==> config.mk <==
export PLATFORM = sky130hd
export DESIGN_NAME = zero_scan_unit
export DESIGN_NICKNAME = d
export VERILOG_FILES = /design/src/rtl/zero_scan_unit.sv
export SDC_FILE = /design/constraint.sdc
export NUM_CORES = 1
export LEC_CHECK = 0
export ABC_AREA = 1
export CAP_MARGIN = 10
export CORE_ASPECT_RATIO = 1.1
export CORE_UTILIZATION = 35
export DETAILED_ROUTE_END_ITERATION = 8
export GPL_ROUTABILITY_DRIVEN = 0
export PLACE_DENSITY = 0.65
export SYNTH_ARGS = -nofsm -noshare
export SYNTH_HDL_FRONTEND = slang
export SYNTH_SLANG_ARGS = --single-unit
==> constraint.sdc <==
create_clock -name clk -period 2.2 [get_ports clk]
set_input_delay 0.33 -clock clk [delete_from_list [all_inputs] [get_ports clk]]
set_output_delay 0.33 -clock clk [all_outputs]
set_load 0.02 [all_outputs]
==> src/rtl/zero_scan_unit.sv <==
// ============================================================================
// Module      : zero_scan_unit
// Description : Multi-cycle leading-zero / leading-one scanner with all-clear
//               detection. Walks the operand CHUNK bits per cycle from the MSB.
// Revision    : 1.0 - initial release
// ============================================================================
`default_nettype none

module zero_scan_unit #(
    parameter int WIDTH = 32,
    parameter int CHUNK = 8,
    parameter int CW    = $clog2(WIDTH + 1)
) (
    input  logic             clk,
    input  logic             rst,
    input  logic             start,
    input  logic             mode,
    input  logic [WIDTH-1:0] A,
    output logic             busy,
    output logic             done,
    output logic             zero,
    output logic [CW-1:0]    lzc
);

    localparam int NCHUNK = WIDTH / CHUNK;
    // A single-chunk configuration still needs a 1-bit index that never advances
    localparam int IW     = (NCHUNK > 1) ? $clog2(NCHUNK) : 1;
    localparam int LW     = $clog2(CHUNK + 1);

    localparam logic [IW-1:0] C_LAST_IDX = IW'(NCHUNK - 1);
    localparam logic [CW-1:0] C_FULL_CNT = CW'(WIDTH);

    localparam logic [0:0] S_IDLE = 1'b0;
    localparam logic [0:0] S_SCAN = 1'b1;

    logic [0:0]       r_state;
    logic [0:0]       w_next_state;
    logic [WIDTH-1:0] r_operand;
    logic [IW-1:0]    r_idx;
    logic             r_done;
    logic             r_zero;
    logic [CW-1:0]    r_lzc;

    logic [CHUNK-1:0] w_chunk;
    logic [LW-1:0]    w_chunk_lz;
    logic             w_hit;
    logic             w_last;
    logic [CW-1:0]    w_count;

    // Chunk 0 is the most significant slice of the operand
    always_comb begin
        w_chunk = r_operand[(NCHUNK - 1 - int'(r_idx)) * CHUNK +: CHUNK];
    end

    // Ascending walk lets the highest set bit overwrite any lower one
    always_comb begin
        w_chunk_lz = LW'(CHUNK);
        for (int i = 0; i < CHUNK; i++) begin
            if (w_chunk[i]) begin
                w_chunk_lz = LW'(CHUNK - 1 - i);
            end
        end
    end

    always_comb begin
        w_hit   = |w_chunk;
        w_last  = (r_idx == C_LAST_IDX);
        w_count = CW'(int'(r_idx) * CHUNK) + CW'(w_chunk_lz);
    end

    // State register
    always_ff @(posedge clk or posedge rst) begin
        if (rst) begin
            r_state <= S_IDLE;
        end else begin
            r_state <= w_next_state;
        end
    end

    // Next-state logic
    always_comb begin
        w_next_state = r_state;
        case (r_state)
            S_IDLE: begin
                if (start) begin
                    w_next_state = S_SCAN;
                end
            end
            S_SCAN: begin
                if (w_hit || w_last) begin
                    w_next_state = S_IDLE;
                end
            end
            default: w_next_state = S_IDLE;
        endcase
    end

    // Outputs
    always_comb begin
        busy = (r_state == S_SCAN);
        done = r_done;
        zero = r_zero;
        lzc  = r_lzc;
    end

    // Datapath: operand capture, chunk walk and result registers
    always_ff @(posedge clk or posedge rst) begin
        if (rst) begin
            r_operand <= '0;
            r_idx     <= '0;
            r_done    <= 1'b0;
            r_zero    <= 1'b0;
            r_lzc     <= '0;
        end else begin
            r_done <= 1'b0;
            if (r_state == S_IDLE) begin
                if (start) begin
                    // Leading-ones mode reuses the zero counter on the inverse
                    r_operand <= mode ? ~A : A;
                    r_idx     <= '0;
                end
            end else begin
                if (w_hit) begin
                    r_lzc  <= w_count;
                    r_zero <= 1'b0;
                    r_done <= 1'b1;
                end else if (w_last) begin
                    r_lzc  <= C_FULL_CNT;
                    r_zero <= 1'b1;
                    r_done <= 1'b1;
                end else begin
                    r_idx <= r_idx + IW'(1);
                end
            end
        end
    end

endmodule

`default_nettype wire

==> flow_summary_export.csv, run 1 <==
group,metric,value,unit
floorplanning,fp.dieH,88.03,µm
layout,fin_nets,362,
clock_network,postCtsResizedCells,0,
global_routing,antenna_found_initial,0,
min_path,hp-class,"input pin to async pin",
layout,layout_commonest_cell,"nand2_1",
routing,post_drt_via_cell_ratio,4.598,
routing,vias,1853,
routing,route.antenna.remaining_nets,0,
clock_network,clkTransAtPathRegs,0.08,ns
clock_network,cts_buffers,5,
power,seq_power_share,45.8,%
routing,drc_errors,0,
floorplanning,ios,45,
layout,seqCellArea,1076,µm²
routing,drt-total-wl,4459,µm
logic_synthesis,ys_ff_latch,43,
global_routing,grt_pass1_wl,8155,µm
logic_synthesis,synth_cell_types,23,
timing,fin_tns_setup,0,ns
routing,first_pass_iters,4,
floorplanning,initial_core_util,37.12,%
layout,multi_input_area,1136,µm²
clock_network,cts_root_buf,"clkbuf_8",
global_routing,grt_pass1_vias,1860,
logic_synthesis,syn_nets,320,
logic_synthesis,syn_avg_cell_area,8.380,µm²
floorplanning,row_count,30,
status,outcome,"complete, no violations",
clock_network,clk_path_buf_depth,2,
critical_path,crit_arrival,2.13,ns
clock_network,clk-insertion-delay-late,0.29,ns
timing,period_needed,1.941,ns
timing,setup_slack,0.2595,ns
timing,fin_skew,0.008569,ns
layout,drive_gt1_share,10.53,%
layout,n_antenna_cell,0,
power,p_leak,1.351,nW
power,power.switching,0.0006668,W
timing,clock.fmax,0.5153,GHz
timing,hold_viol,0,
routing,post_drt_wl_per_cell,11.06,µm
placement,preCtsSetupSlack,0.2681,ns
global_routing,grt_max_degree,68,
timing,finalCritPeriodShare,88.21,%
timing,max_slew.worst_pin.slew,0.5291,ns
clock_network,cts_sinks,43,
global_routing,grt_usage,14.92,%
critical_path,cp-start-kind,"register",
power,power.internal,0.001551,W
critical_path,end_kind,"register",
clock_network,tritoncts,"done",
logic_synthesis,synth_area,2355,µm²
power,switching_share,30.07,%
power,combPwrFrac,28.0,%
power,p_per_area,743.7,nW/µm²
timing,rsz0062_at_grt,"no",
clock_network,holdBufCountCts,0,
timing,relSlewSlack,64.73,%
layout,area_growth,26.62,%
power,power_frac_clock,26.3,%
layout,most-common-layout-cells,"nand2_1 (92), dfrtp_1 (43), clkdlybuf4s50_1 (43)",
clock_network,h-tree-depth,2,
floorplanning,die_x,80.21,µm
timing,slew_viol_final,0,
logic_synthesis,ys_warn_count,0,
floorplanning,core_area,6344,µm²
power,irDropWorstVdd,0.0003804,V
logic_synthesis,synth_cells,281,
placement,port-buffer-count,44,
global_routing,grt_overflow,0,
layout,num-fill-cells,650,
clock_network,postCtsSetupBuffers,0,
floorplanning,die_area,7060,µm²
placement,post-dp-hpwl,3299,µm
critical_path,path_class,"register to register",
critical_path,crit_fanout,14,
timing,finalSetupViolations,0,
critical_path,crit_required,2.39,ns
flow_run,cap_violations,0,
logic_synthesis,seq_area_frac_synth,45.70,%
routing,drt_iter0_markers,70,
-- flip-flops by register name, indices dropped and copies added, names as in the netlist --
name / flops
zero: 1
lzc: 6
busy: 1
done: 1
r_idx: 2
r_operand: 32
-- metrics by stage --
step / hold WS [ns] / utilization [%] / power [W] / instances / instance area, µm²
2_1_floorplan: 0.4529 / - / 0.001438 / 281 / 2355
3_3_place_gp: 0.4726 / 45.38 / 0.001649 / 396 / 2879
3_5_place_dp: 0.4770 / 45.38 / 0.001662 / 396 / 2879
4_1_cts: 0.4956 / 47.00 / 0.002246 / 403 / 2982
5_1_grt: 0.5239 / 47.00 / 0.002377 / 403 / 2982
6_report: 0.4678 / 47.00 / 0.002217 / 403 / 2982
-- cell families after synthesis --
kind of cell | synth area share (%)
and+or+nand+nor | 27.10
DFF | 45.70
xor gates and xnor gates | 11.90
adders and majority gates | 1.594
AOI/OAI and AO/OA | 7.651
buffers and inverters | 6.058
-- critical path, cell delays in order, from the launching register on --
cell     delay, ns
dfrtp_1       0.45
buf_4         0.23
nand2_1       0.07
nand3_1       0.09
nand2_1       0.08
nand2_1       0.12
nor2_4        0.06
nand2_4       0.10
inv_2         0.05
ha_1          0.18
ha_1          0.28
nand2_1       0.07
nand2_1       0.04
-- final cells by class --
| cell class | instances | area share (%) |
|---|---|---|
| clock buffers | 6 | 2.434 |
| clock inverters | 1 | 1.007 |
| inverters | 13 | 1.804 |
| multi-input cells | 209 | 38.10 |
| flip-flops and latches | 43 | 36.09 |
| well taps | 80 | 3.357 |
| repair buffers | 51 | 17.21 |
-- metal layers --
layer	up-vias	wire length (µm)	share of wire, %	track usage (%)
li1	972	-	-	-
met4	0	48	1.1	3.409
met3	6	174	3.9	3.750
met2	37	2165	49	25.95
met1	838	2070	46	18.66
met5	-	0	0	0
-- Yosys cell counts --
library cell  instances  area share (%)
nand2_1              92              15
dfrtp_1              43              46
o21ai_0              34             7.2
xnor2_1              32              12
nand3_1              23             4.9
nand2_2              10             2.7
inv_1                 9             1.4
buf_2                 8             1.7
clkbuf_1              5            0.80
ha_1                  3             1.6
nand4_1               3            0.80
nor2_1                3            0.48
buf_6                 2            0.96
inv_2                 2            0.32
nand2_4               2            0.96
nand3_2               2            0.85
nor2_4                2            0.96
a21oi_1               1            0.21
buf_4                 1            0.32
clkinv_1              1            0.16
inv_6                 1            0.37
nand2_8               1            0.85
o21ai_1               1            0.21
-- final timing paths --
path / start / end / slack [ns] / cells past startpoint
worst min register to register: r_operand[19] / r_operand[19] / 0.49 / 2
min in group clk: r_operand[19] / r_operand[19] / 0.49 / 2
worst max-delay path: r_idx[0] / lzc[4] / 0.26 / 12
worst min-delay path: rst / done / 0.47 / 3
max in group asynchronous: rst / r_operand[13] / 1.35 / 3
worst max register to register: r_idx[0] / lzc[4] / 0.26 / 12
-- power by group through the flow --
stage / combinational [W] / sequential (W) / clock, W
after CTS: 0.000631 / 0.00102 / 0.000599
after global routing: 0.000712 / 0.00103 / 0.000632
after global placement: 0.000620 / 0.00103 / 0
after floorplan: 0.000397 / 0.00104 / 0
final: 0.000620 / 0.00101 / 0.000583
after detailed placement: 0.000629 / 0.00103 / 0
No activity file was read; power rests on OpenSTA's default activity.
==> run 2: changes to the inputs <==
--- a/config.mk
+++ b/config.mk
@@ -11,7 +11,8 @@
 export CORE_UTILIZATION = 35
 export DETAILED_ROUTE_END_ITERATION = 8
 export GPL_ROUTABILITY_DRIVEN = 0
-export PLACE_DENSITY = 0.65
+export MAX_ROUTING_LAYER = met4
+export PLACE_DENSITY_LB_ADDON = 0.1
 export SYNTH_ARGS = -nofsm -noshare
 export SYNTH_HDL_FRONTEND = slang
 export SYNTH_SLANG_ARGS = --single-unit
==> run 2 against run 1 <==
Compared with the run above: maximum frequency is 3.3% higher; sequential cell count did not move; register-to-register slack better by 0.06 ns; largest power group unchanged; largest cell class unchanged; global-route usage rose by 0.49 points.
==> flow_summary_export.csv, run 2 (synthesized netlist as in run 1, its figures left out) <==
group,metric,value,unit
clock_network,clk_path_buf_depth,2,
critical_path,worstPathCellList,"buf_4, nand2_1, nand3_1, nand2_1, nand2_1, nor2_4, nand2_4, inv_2, ha_1, ha_1, nand2_1, nand2_1",
layout,area_growth,25.50,%
floorplanning,core_area,6344,µm²
global_routing,grt_max_degree,68,
layout,n_antenna_cell,0,
layout,layout_commonest_cell,"nand2_1",
timing,period_needed,1.879,ns
layout,largest_reg_flops,32,
critical_path,path_buf_inv,2,
timing,finalSetupViolations,0,
layout,num-fill-cells,650,
clock_network,cts_root_buf,"clkbuf_8",
critical_path,crit_fanout,12,
timing,max_slew.worst_pin.slew,0.5335,ns
clock_network,cts_sinks,43,
routing,vias,1841,
global_routing,grt_pass1_vias,1750,
timing,fin_tns_setup,0,ns
routing,post_drt_via_cell_ratio,4.557,
timing,slew_viol_final,0,
critical_path,crit_family,"simple AND/OR/NAND/NOR gates",
floorplanning,fp.dieH,88.03,µm
routing,drc_errors,0,
critical_path,slowest_delay,0.44,ns
layout,most-common-layout-cells,"nand2_1 (92), dfrtp_1 (43), clkdlybuf4s50_1 (43)",
clock_network,tritoncts,"done",
timing,setup_slack,0.3209,ns
global_routing,grt_overflow,0,
min_path,hp-class,"input pin to async pin",
timing,hold_viol,0,
clock_network,clkTransAtPathRegs,0.09,ns
layout,drive_gt1_share,11.11,%
routing,route.antenna.remaining_nets,0,
layout,top_register,"r_operand",
clock_network,postCtsSetupBuffers,0,
floorplanning,die_area,7060,µm²
routing,first_pass_iters,4,
placement,post-dp-hpwl,3484,µm
critical_path,crit_required,2.39,ns
global_routing,grt_usage,15.41,%
routing,drt_iter0_markers,49,
floorplanning,initial_core_util,37.12,%
global_routing,antenna_found_initial,0,
floorplanning,die_x,80.21,µm
clock_network,cts_buffers,5,
placement,preCtsSetupSlack,0.3137,ns
critical_path,crit_arrival,2.07,ns
clock_network,holdBufCountCts,0,
timing,finalCritPeriodShare,85.41,%
clock_network,clk-insertion-delay-late,0.29,ns
flow_run,cap_violations,0,
power,power,0.002129,W
timing,fin_skew,0.008336,ns
critical_path,crit_path_frequent_cell,"nand2_1",
power,p_leak,1.335,nW
floorplanning,ios,45,
critical_path,cp-start-kind,"register",
routing,drt-total-wl,4686,µm
placement,port-buffer-count,44,
timing,relSlewSlack,64.43,%
power,irDropWorstVdd,0.0002991,V
clock_network,postCtsResizedCells,0,
timing,clock.fmax,0.5322,GHz
timing,rsz0062_at_grt,"no",
critical_path,end_kind,"register",
global_routing,grt_pass1_wl,8038,µm
power,p_per_area,720.3,nW/µm²
routing,post_drt_wl_per_cell,11.60,µm
layout,fin_nets,362,
floorplanning,row_count,30,
critical_path,cpMaxStageDelayCell,"dfrtp_1",
status,outcome,"complete, no violations",
critical_path,path_class,"register to register",
clock_network,h-tree-depth,2,
[run 2: cell types whose count changed in the layout (fill, tap and decap cells not counted)]
cell        change
buf_12          -1
buf_4           +1
bufinv_16       -1
clkbuf_1        -1
clkinv_2        +1
clkinvlp_4      +2
[run 2: path summary, 6_finish.rpt]
check,start,end,slack [ns],depth (start not counted)
min,rst,lzc[3],0.46,3
max reg2reg,r_idx[0],lzc[4],0.32,12
min reg2reg,r_operand[21],r_operand[21],0.49,2
min in group clk,r_operand[21],r_operand[21],0.49,2
max in group asynchronous,rst,r_idx[0],1.37,3
max,r_idx[0],lzc[4],0.32,12
[run 2: power by group]
part / internal, W / total [W] / switching (W) / leakage [nW]
clock: 0.000221 / 0.000492 / 0.000271 / 0.0402
combinational: 0.000287 / 0.000618 / 0.000331 / 0.755
sequential: 0.000928 / 0.00102 / 0.0000910 / 0.541
total: 0.00144 / 0.00213 / 0.000693 / 1.34
[run 2: worst reg2reg max path: stages, from the launching register on]
cell and delay (ns):
dfrtp_1 0.44, buf_4 0.21, nand2_1 0.07, nand3_1 0.08, nand2_1 0.08, nand2_1 0.13, nor2_4 0.07, nand2_4 0.10
inv_2 0.05, ha_1 0.17, ha_1 0.27, nand2_1 0.07, nand2_1 0.04
[run 2: per-stage QoR]
step / utilization [%] / area, µm² / hold slack, ns / instances
3_3_place_gp: 45.19 / 2867 / 0.4752 / 396
5_1_grt: 46.59 / 2955 / 0.5208 / 404
3_5_place_dp: 45.19 / 2867 / 0.4735 / 396
6_report: 46.59 / 2955 / 0.4565 / 404
2_1_floorplan: - / 2355 / 0.4529 / 281
4_1_cts: 46.59 / 2955 / 0.4800 / 404
[run 2: layout make-up]
type	instances	area [µm²]	share of cell area, %
multi-input combinational	209	1136	38.44
sequential	43	1076	36.41
timing repair buffer	51	500.5	16.93
tap	80	100.1	3.387
clock buffer	5	68.82	2.329
inverter	13	53.80	1.820
clock inverter	3	20.02	0.6774
[run 2: per-layer routing]
metal / GRT usage [%] / part of all wire, % / vias to the layer above
li1: - / - / 976
met5: - / 0 / -
met2: 25.49 / 48 / 38
met4: 4.870 / 0.83 / 0
met3: 3.438 / 3.2 / 4
met1: 18.67 / 48 / 823
==> run 3: changes to the inputs <==
--- a/config.mk
+++ b/config.mk
@@ -8,7 +8,7 @@
 export ABC_AREA = 1
 export CAP_MARGIN = 10
 export CORE_ASPECT_RATIO = 1.1
-export CORE_UTILIZATION = 35
+export CORE_UTILIZATION = 52
 export DETAILED_ROUTE_END_ITERATION = 8
 export GPL_ROUTABILITY_DRIVEN = 0
 export MAX_ROUTING_LAYER = met4
==> run 3 against run 2 <==
Compared with the run above: hold slack gained 0.016 ns; critical path type unchanged; cell count decreased by 6.7%; largest power group unchanged; sequential cell count unchanged.
==> flow_summary_export.csv, run 3 (synthesized netlist as in run 1, its figures left out) <==
group,metric,value,unit
floorplanning,die_area,4802,µm²
timing,period_needed,1.937,ns
power,seq_power_share,48.1,%
layout,top_register,"r_operand",
routing,drt-total-wl,4494,µm
status,outcome,"complete, no violations",
timing,finalSetupViolations,0,
power,power,0.002116,W
global_routing,antenna_found_initial,0,
timing,clock.fmax,0.5163,GHz
power,irDropWorstVdd,0.0005004,V
clock_network,cts_buffers,5,
routing,drc_errors,0,
power,power.internal,0.001436,W
power,p_leak,1.330,nW
global_routing,grt_pass1_vias,1703,
flow_run,cap_violations,0,
critical_path,crit_arrival,2.12,ns
clock_network,holdBufCountCts,0,
global_routing,grt_usage,21.74,%
routing,drt_iter0_markers,88,
clock_network,clk-insertion-delay-late,0.29,ns
floorplanning,ios,45,
placement,post-dp-hpwl,3266,µm
layout,most-common-layout-cells,"nand2_1 (92), clkdlybuf4s50_1 (43), dfrtp_1 (42)",
min_path,hp-class,"input pin to async pin",
layout,layout_commonest_cell,"nand2_1",
routing,vias,1900,
power,p_per_area,727.4,nW/µm²
critical_path,crit_fanout,14,
critical_path,end_kind,"register",
layout,largest_reg_flops,32,
timing,max_slew.worst_pin.slew,0.5437,ns
timing,fin_skew,0.005406,ns
clock_network,tritoncts,"done",
clock_network,cts_root_buf,"clkbuf_8",
routing,post_drt_wl_per_cell,11.92,µm
timing,slew_viol_final,0,
timing,rsz0062_at_grt,"no",
floorplanning,initial_core_util,54.55,%
power,power.switching,0.0006797,W
routing,route.antenna.remaining_nets,0,
layout,finish.utilization,67.39,%
global_routing,grt_overflow,0,
timing,finalCritPeriodShare,88.04,%
clock_network,clkTransAtPathRegs,0.08,ns
placement,post_dp_cell_area,2826,µm²
power,power_frac_clock,22.7,%
clock_network,postCtsResizedCells,0,
floorplanning,fp.dieH,72.58,µm
critical_path,cp-start-kind,"register",
global_routing,grt_pass1_wl,7645,µm
power,combPwrFrac,29.2,%
layout,area_growth,23.54,%
critical_path,path_class,"register to register",
layout,drive_gt1_share,10.53,%
timing,relSlewSlack,63.75,%
clock_network,cts_sinks,43,
layout,num-fill-cells,410,
global_routing,grt_max_degree,68,
layout,fin_nets,361,
timing,hold_viol,0,
clock_network,h-tree-depth,2,
routing,post_drt_via_cell_ratio,5.040,
routing,first_pass_iters,4,
floorplanning,core_area,4317,µm²
clock_network,clk_path_buf_depth,2,
placement,port-buffer-count,44,
layout,final_area,2909,µm²
power,switching_share,32.12,%
floorplanning,row_count,25,
floorplanning,die_x,66.16,µm
critical_path,crit_required,2.39,ns
timing,hold_ws,0.4721,ns
timing,fin_tns_setup,0,ns
clock_network,postCtsSetupBuffers,0,
layout,n_antenna_cell,0,
-- run 3: path summary, 6_finish.rpt --
path                               start            end  slack (ns)  cells after the start
max                             r_idx[0]         lzc[4]        0.26                     12
min                                  rst   r_operand[7]        0.47                      3
max reg2reg                     r_idx[0]         lzc[4]        0.26                     12
min reg2reg                r_operand[22]  r_operand[22]        0.49                      2
max in group asynchronous            rst       r_idx[0]        1.33                      3
min in group clk           r_operand[22]  r_operand[22]        0.49                      2
-- run 3: power groups by stage --
stage | Clock, W | Sequential [W] | Combinational (W)
after floorplan | 0 | 0.00104 | 0.000397
after global placement | 0 | 0.00103 | 0.000611
after detailed placement | 0 | 0.00103 | 0.000626
after CTS | 0.000495 | 0.00102 | 0.000627
after global routing | 0.000527 | 0.00103 | 0.000694
final | 0.000481 | 0.00102 | 0.000618
-- run 3: final cells by class --
class / count / area [µm²] / area share, %
Multi-Input combinational cell: 209 / 1136 / 39.05
Sequential cell: 43 / 1077 / 37.03
Timing Repair Buffer: 50 / 493.0 / 16.95
Clock buffer: 7 / 76.32 / 2.624
Tap cell: 54 / 67.56 / 2.323
Inverter: 13 / 53.80 / 1.849
Clock inverter: 1 / 5.005 / 0.1720
-- run 3: worst max-delay path, cell delays in order, from the launching register on --
cell     delay (ns)
dfrtp_2        0.48
buf_4          0.21
nand2_1        0.09
nand3_1        0.09
nand2_1        0.12
nand2_2        0.08
nor2_4         0.13
nand2_4        0.09
inv_2          0.07
ha_1           0.14
ha_1           0.22
nand2_1        0.06
nand2_1        0.05
-- run 3: per-layer routing --
layer	vias to the layer above	global-route usage (%)	share of wire (%)
met5	-	-	0
li1	971	-	-
met2	42	33.79	48
met3	13	5.000	3.3
met1	874	27.01	46
met4	0	9.693	3.3
-- run 3: stage by stage --
step,instances,setup slack [ns]
floorplan,281,0.3864
global placement,369,0.2626
finish,377,0.2630
detailed placement,369,0.1888
global route,377,0.09731
CTS,377,0.1708
